**src/rtl/dcache_ctrl_pkg.sv**
```systemverilog
// Shared definitions for the direct-mapped write-back data cache controller:
// geometry, FSM state encoding and address-split helpers.
package dcache_ctrl_pkg;

  localparam int LINE_WIDTH  = 6;
  localparam int INDEX_WIDTH = 6;
  localparam int TAG_WIDTH   = 32 - LINE_WIDTH - INDEX_WIDTH;
  localparam int OFF_WIDTH   = LINE_WIDTH - 2;

  localparam logic [OFF_WIDTH-1:0] OFF_MAX = '1;

  typedef enum logic [2:0] {
    ST_IDLE,
    ST_LOOKUP,
    ST_WB_RD,
    ST_WB,
    ST_FILL,
    ST_REPLAY
  } state_e;

  function automatic logic [TAG_WIDTH-1:0] addr_tag(input logic [31:0] addr);
    return addr[31 -: TAG_WIDTH];
  endfunction

  function automatic logic [INDEX_WIDTH-1:0] addr_idx(input logic [31:0] addr);
    return addr[LINE_WIDTH +: INDEX_WIDTH];
  endfunction

  function automatic logic [OFF_WIDTH-1:0] addr_off(input logic [31:0] addr);
    return addr[LINE_WIDTH-1:2];
  endfunction

endpackage

```
**src/rtl/dcache_ctrl.sv**
```systemverilog
// Direct-mapped, write-back, write-allocate cache controller sequencing an
// external line storage array and a single-word memory bus.
//
//   state  | meaning
//   IDLE   | waiting for cpu_req; storage addressed from cpu_addr
//   LOOKUP | tag compare; hit completes the access, miss starts eviction/refill
//   WB_RD  | read victim word cnt (one-cycle storage latency)
//   WB     | write victim word cnt to memory
//   FILL   | read word cnt from memory into the line
//   REPLAY | re-address the requested word before the guaranteed-hit lookup
module dcache_ctrl
  import dcache_ctrl_pkg::*;
(
  input  logic                   clk,
  input  logic                   nrst,
  input  logic                   cpu_req,
  input  logic                   cpu_we,
  input  logic [31:0]            cpu_addr,
  input  logic [31:0]            cpu_wdata,
  input  logic [3:0]             cpu_be,
  output logic [31:0]            cpu_rdata,
  output logic                   cpu_ack,
  output logic                   mem_req,
  output logic                   mem_we,
  output logic [31:0]            mem_addr,
  output logic [31:0]            mem_wdata,
  input  logic [31:0]            mem_rdata,
  input  logic                   mem_ack,
  output logic [INDEX_WIDTH-1:0] ln_idx,
  output logic [OFF_WIDTH-1:0]   ln_rd_off,
  input  logic [TAG_WIDTH-1:0]   ln_rd_tag,
  input  logic                   ln_rd_valid,
  input  logic                   ln_rd_dirty,
  input  logic [31:0]            ln_rd_data,
  output logic                   ln_wr_write,
  output logic [TAG_WIDTH-1:0]   ln_wr_tag,
  output logic [OFF_WIDTH-1:0]   ln_wr_off,
  output logic [31:0]            ln_wr_data,
  output logic [3:0]             ln_wr_be,
  output logic                   ln_wr_dirty,
  output logic                   ln_wr_valid
);

  state_e                 state_q, state_d;
  logic [OFF_WIDTH-1:0]   cnt_q, cnt_d;
  logic [31:0]            addr_q;
  logic [31:0]            wdata_q;
  logic [3:0]             be_q;
  logic                   we_q;
  logic [TAG_WIDTH-1:0]   old_tag_q;
  logic                   hit;
  logic                   cnt_last;

  assign hit      = ln_rd_valid && (ln_rd_tag == addr_tag(addr_q));
  assign cnt_last = (cnt_q == OFF_MAX);

  // Storage keeps re-reading offset cnt during WB, so its output register holds the victim word.
  assign mem_wdata = ln_rd_data;
  assign cpu_rdata = ln_rd_data;

  always_comb begin
    state_d     = state_q;
    cnt_d       = cnt_q;
    cpu_ack     = 1'b0;
    mem_req     = 1'b0;
    mem_we      = 1'b0;
    mem_addr    = '0;
    ln_idx      = addr_idx(addr_q);
    ln_rd_off   = addr_off(addr_q);
    ln_wr_write = 1'b0;
    ln_wr_tag   = addr_tag(addr_q);
    ln_wr_off   = addr_off(addr_q);
    ln_wr_data  = wdata_q;
    ln_wr_be    = be_q;
    ln_wr_dirty = 1'b0;
    ln_wr_valid = 1'b0;
    unique case (state_q)
      ST_IDLE: begin
        ln_idx    = addr_idx(cpu_addr);
        ln_rd_off = addr_off(cpu_addr);
        if (cpu_req) state_d = ST_LOOKUP;
      end
      ST_LOOKUP: begin
        if (hit) begin
          cpu_ack = 1'b1;
          state_d = ST_IDLE;
          if (we_q) begin
            ln_wr_write = 1'b1;
            ln_wr_dirty = 1'b1;
            ln_wr_valid = 1'b1;
          end
        end else begin
          cnt_d   = '0;
          state_d = (ln_rd_valid && ln_rd_dirty) ? ST_WB_RD : ST_FILL;
        end
      end
      ST_WB_RD: begin
        ln_rd_off = cnt_q;
        state_d   = ST_WB;
      end
      ST_WB: begin
        ln_rd_off = cnt_q;
        mem_req   = 1'b1;
        mem_we    = 1'b1;
        mem_addr  = {old_tag_q, addr_idx(addr_q), cnt_q, 2'b00};
        if (mem_ack) begin
          if (cnt_last) begin
            cnt_d   = '0;
            state_d = ST_FILL;
          end else begin
            cnt_d   = cnt_q + OFF_WIDTH'(1);
            state_d = ST_WB_RD;
          end
        end
      end
      ST_FILL: begin
        mem_req  = 1'b1;
        mem_addr = {addr_tag(addr_q), addr_idx(addr_q), cnt_q, 2'b00};
        if (mem_ack) begin
          ln_wr_write = 1'b1;
          ln_wr_off   = cnt_q;
          ln_wr_data  = mem_rdata;
          ln_wr_be    = 4'hF;
          ln_wr_valid = cnt_last;
          if (cnt_last) begin
            cnt_d   = '0;
            state_d = ST_REPLAY;
          end else begin
            cnt_d = cnt_q + OFF_WIDTH'(1);
          end
        end
      end
      ST_REPLAY: state_d = ST_LOOKUP;
      default:   state_d = ST_IDLE;
    endcase
  end

  always_ff @(posedge clk or negedge nrst) begin
    if (!nrst) begin
      state_q <= ST_IDLE;
      cnt_q   <= '0;
    end else begin
      state_q <= state_d;
      cnt_q   <= cnt_d;
    end
  end

  always_ff @(posedge clk or negedge nrst) begin
    if (!nrst) begin
      addr_q    <= '0;
      wdata_q   <= '0;
      be_q      <= '0;
      we_q      <= 1'b0;
      old_tag_q <= '0;
    end else begin
      if (state_q == ST_IDLE && cpu_req) begin
        addr_q  <= cpu_addr;
        wdata_q <= cpu_wdata;
        be_q    <= cpu_be;
        we_q    <= cpu_we;
      end
      if (state_q == ST_LOOKUP) old_tag_q <= ln_rd_tag;
    end
  end

endmodule
```
**config.mk**
```make
export PLATFORM = sky130hd
export DESIGN_NAME = dcache_ctrl
export DESIGN_NICKNAME = d
export VERILOG_FILES = /design/src/rtl/dcache_ctrl_pkg.sv /design/src/rtl/dcache_ctrl.sv
export SDC_FILE = /design/constraint.sdc
export NUM_CORES = 1
export LEC_CHECK = 0
export ABC_CLOCK_PERIOD_IN_PS = 2400
export CAP_MARGIN = 20
export CORE_MARGIN = 10
export CORE_UTILIZATION = 39
export CTS_CLUSTER_DIAMETER = 50
export DETAILED_ROUTE_END_ITERATION = 7
export PLACE_DENSITY = 0.82
export SLEW_MARGIN = 5
export SYNTH_ARGS = -nofsm -noshare
export SYNTH_HDL_FRONTEND = slang
export SYNTH_SLANG_ARGS = --single-unit
```
**constraint.sdc**
```tcl
create_clock -name clk -period 2.4 [get_ports clk]
set_input_delay 0.48 -clock clk [delete_from_list [all_inputs] [get_ports clk]]
set_output_delay 0.48 -clock clk [all_outputs]
set_load 0.05 [all_outputs]
```
==> flow_summary.rst <==
.. list-table::
   :header-rows: 1

   * - Metric
     - Value
   * - Result of the run
     - finished, violations left
   * - Violations in the final reports
     - setup timing
   * - Reg clk slew, reported paths
     - 0.06 ns
   * - Routed length on met2
     - a little over 9000 um
   * - All-Layer GR Usage
     - 0.1808
   * - Antenna-violating nets left
     - 0
   * - H-tree lvl count
     - 3
   * - Cell types with the largest area share after synthesis
     - dfrtp_1 (41%), mux2_2 (16%), buf_4 (12%), mux2_4 (7.9%), mux2_1 (3.4%)
   * - Area growth from synthesis to layout
     - 57.72%
   * - Number of rows created at floorplan
     - 44
   * - Post-place instance area
     - 0.008372 mm^2
   * - Iteration-0 DRC count of the detailed router
     - 143
   * - Synth cell count leaders
     - dfrtp_1 (94), buf_4 (91), mux2_2 (82)
   * - Max VDD drop
     - ~1 mV
   * - Worst setup slack for register-to-register paths
     - 0.39 ns
   * - R2r startpoint
     - state_q[1]
   * - Fraction of final layout cells with drive strength greater than 1
     - 0.4308
   * - HP Class
     - primary input to asynchronous set/reset pin
   * - Worst Tran Pin Value
     - approximately 0.59 ns
   * - Yosys top cell area share
     - 0.4145
   * - Routability-driven placement congestion ratio
     - 0.7646
   * - Total die area
     - 0.01978 mm^2
   * - Crit path DAT
     - 2.14 ns
   * - Combinational share of power
     - 0.704
   * - Wire length reported by the detailed router
     - between 15000 and 20000 um
   * - IO Port Bufs
     - 230
   * - Final critical delay including setup and external delays
     - 2.621 ns
   * - Capture point of the critical path
     - ln_wr_dirty
   * - Met3 Wirelength
     - 2148 um
   * - Drc violations
     - 0
   * - Die height
     - 140.6 um
   * - Tcrit/Tclk final
     - 1.092
   * - Internal portion of total power
     - 8.106 mW
   * - Mean Syn Cell Area
     - 12.26 um^2
   * - First-pass GRT wire length
     - 28210 um
   * - Switching power share of the total
     - 0.4499
   * - Relative contribution of the clock network to total power
     - 0.090
   * - Crit. Startpoint
     - addr_q[30]
   * - Setup repair after global routing missed its margin
     - true
   * - Sequential cell area fraction in the yosys report
     - 0.4145
   * - Overall overflow remaining after global route
     - 0
   * - Count of yosys warnings during synthesis
     - 0
   * - Critical path endpoint category
     - output pin
   * - Biggest fanout along the worst timing path
     - 4
   * - Startpoint types
     - register
   * - Highest attainable clock frequency
     - 0.3816 GHz
   * - Total count of max-transition violations in the final report
     - 0
   * - R2R cell count
     - 6
   * - Final net count
     - 792
   * - Initial antenna violation count
     - 2
   * - Number of different library cells in the post-synthesis netlist
     - 45
   * - Post-route cell area
     - 0.008951 mm^2
   * - Critical register-to-register path endpoint
     - addr_q[31]
   * - Power share of the sequential group
     - 0.206
   * - Final setup margin
     - -0.2207 ns
   * - Routed met1 length
     - 6723 um
   * - Seq cells post-synth
     - 94
   * - Data required time of the worst path
     - between 1.5 and 2 ns
   * - I/O pins
     - 331
   * - TritonCTS clock tree
     - yes
   * - Switching power total
     - 6.629 mW
   * - Via-to-Cell Ratio
     - 5.078
   * - Library cell occupying the most area in the post-synthesis netlist
     - dfrtp_1
   * - Max Clock Skew
     - around 0.006 ns
   * - Number of global-route vias before repair
     - 4736
   * - Number of enable-type register cells in the synthesized netlist
     - 0
   * - # Max-Cap Violations
     - 0
   * - Total count of hold-check failures in the final report
     - 0
   * - Initial standard-cell utilization of the core
     - 0.3950
   * - Number of buffers inserted during clock tree synthesis
     - 9
   * - Highest routed layer
     - met5
   * - Clock latency at the later pin of the worst-skew pair
     - approximately 0.34 ns
   * - Number of setup violations in the final report
     - 4
   * - Number of diodes added for antenna fixing
     - 0
   * - Total power per unit cell area
     - 1646 mW/mm^2
   * - Most instantiated library cell after synthesis
     - dfrtp_1
   * - Pin count of the biggest net entering global routing
     - 52
   * - Headroom to the max-slew limit
     - 0.6050
   * - Design Power
     - 14.73 mW
   * - Die width
     - approximately 140 um
   * - Hpwl dp
     - between 10000 and 15000 um
   * - Clock Tree Root
     - clkbuf_16
   * - Number of detailed-route iterations in the first pass
     - 4
   * - Std-Cell Core Area
     - about 0.014 mm^2
   * - Post-Syn Area
     - 0.005675 mm^2
   * - Post-synthesis async set-or-reset flop share
     - 1.000
   * - Routed WL per cell
     - 22.94 um
   * - Top_reg_cell synth
     - dfrtp_1
   * - Type of the setup path with the least slack
     - register to output pin
   * - Leakage power
     - about 4 nW
   * - Routed vias
     - between 4k and 5k
   * - Syn Inst Count
     - between 400 and 500
   * - Maximum buffer depth of the clock tree
     - 2
   * - Num Clock Sinks
     - 94
[timing repair]
item,4_1_cts,5_1_grt
cloned,2,4
endpoints found under the setup margin,69,75
gates resized for setup,29,12
hold buffers,0,0
buffers inserted,6,8
pin swaps,13,6
[per-stage QoR]
stage	utilization	setup slack, ns	cells	hold slack, ns	TNS, ns
3_3_place_gp	0.5826	-0.4965	785	0.4742	-2.191
4_1_cts	0.6085	-0.3137	808	0.1560	-1.204
3_5_place_dp	0.5826	-0.4917	785	0.4856	-2.198
6_report	0.6230	-0.2207	820	0.1378	-0.8164
2_1_floorplan	-	-0.1550	464	0.1844	-0.3947
5_1_grt	0.6230	-0.3350	820	0.1780	-1.621
[metal layers]
| layer | GRT usage | vias up |
|---|---|---|
| li1 | - | 1886 |
| met1 | 0.1869 | 1983 |
| met2 | 0.3037 | 234 |
| met3 | 0.09070 | 57 |
| met4 | 0.07663 | 4 |
| met5 | 0 | - |
[worst min path at each step]
stage	endpoint	slack, ns	cells after the start
global route	old_tag_q[18]	0.18	1
finish	old_tag_q[18]	0.14	1
detailed placement	old_tag_q[3]	0.49	1
CTS	addr_q[25]	0.16	1
floorplan	addr_q[10]	0.18	0
global placement	old_tag_q[4]	0.47	1
[worst max-delay path: stages, from the launching register on]
cell and delay [ns]:
dfrtp_1 0.40, xor2_1 0.16, nor4_1 0.33, nand4_1 0.25, nor3_4 0.31, and2_4 0.21
buf_12 0.13
[cell families (layout without fill, tap and decap cells)]
kind of cell,after synthesis,count (layout),synth area share
buffers and inverters,117,289,0.1543
muxes,129,129,0.2758
and+or+nand+nor,50,50,0.05115
xor gates and xnor gates,20,20,0.03086
AOI/OAI and AO/OA,51,51,0.07055
other,1,2,0.0006607
adders and majority gates,1,1,0.002204
DFF,94,94,0.4145
[cells in the final DEF (no fill, tap or decap), types with 3 or more instances in the layout]
master / n
mux2_1: 17
a22o_1: 19
nor4_1: 3
nor2_1: 3
buf_6: 3
xor2_1: 18
nand2b_1: 4
o21ai_1: 4
buf_4: 33
nand2_1: 11
dlygate4sd2_1: 18
a22oi_1: 5
and2_1: 10
clkbuf_16: 12
a21o_1: 3
and2_4: 3
mux2_4: 32
mux2_2: 80
a21oi_1: 3
clkdlybuf4s50_1: 124
buf_12: 86
dfrtp_1: 92
[sequential cells by signal, summed over array words and instances, names as in the netlist]
signal and cells:
old_tag_q 20, be_q 4, wdata_q 32, cnt_q 4
state_q 3, addr_q 30, we_q 1
[power by group through the flow]
stage               clock network [mW]  logic [mW]  registers [mW]
floorplan                            0        6.47            2.83
global placement                     0        9.91            3.01
detailed placement                   0        10.0            3.06
CTS                               1.36        10.2            3.04
global route                      1.42        10.8            3.15
finish                            1.32        10.4            3.04
[cell type report]
type	instances	area, um^2
clock buffer	12	246.5
clock inverter	3	21.27
fill	1048	5418
inverter	4	15.01
multi-input combinational	253	2559
sequential	94	2355
tap	184	230.2
timing repair buffer	269	3517
timing repair inverter	1	7.507
No activity file was read; power rests on OpenSTA's default activity.
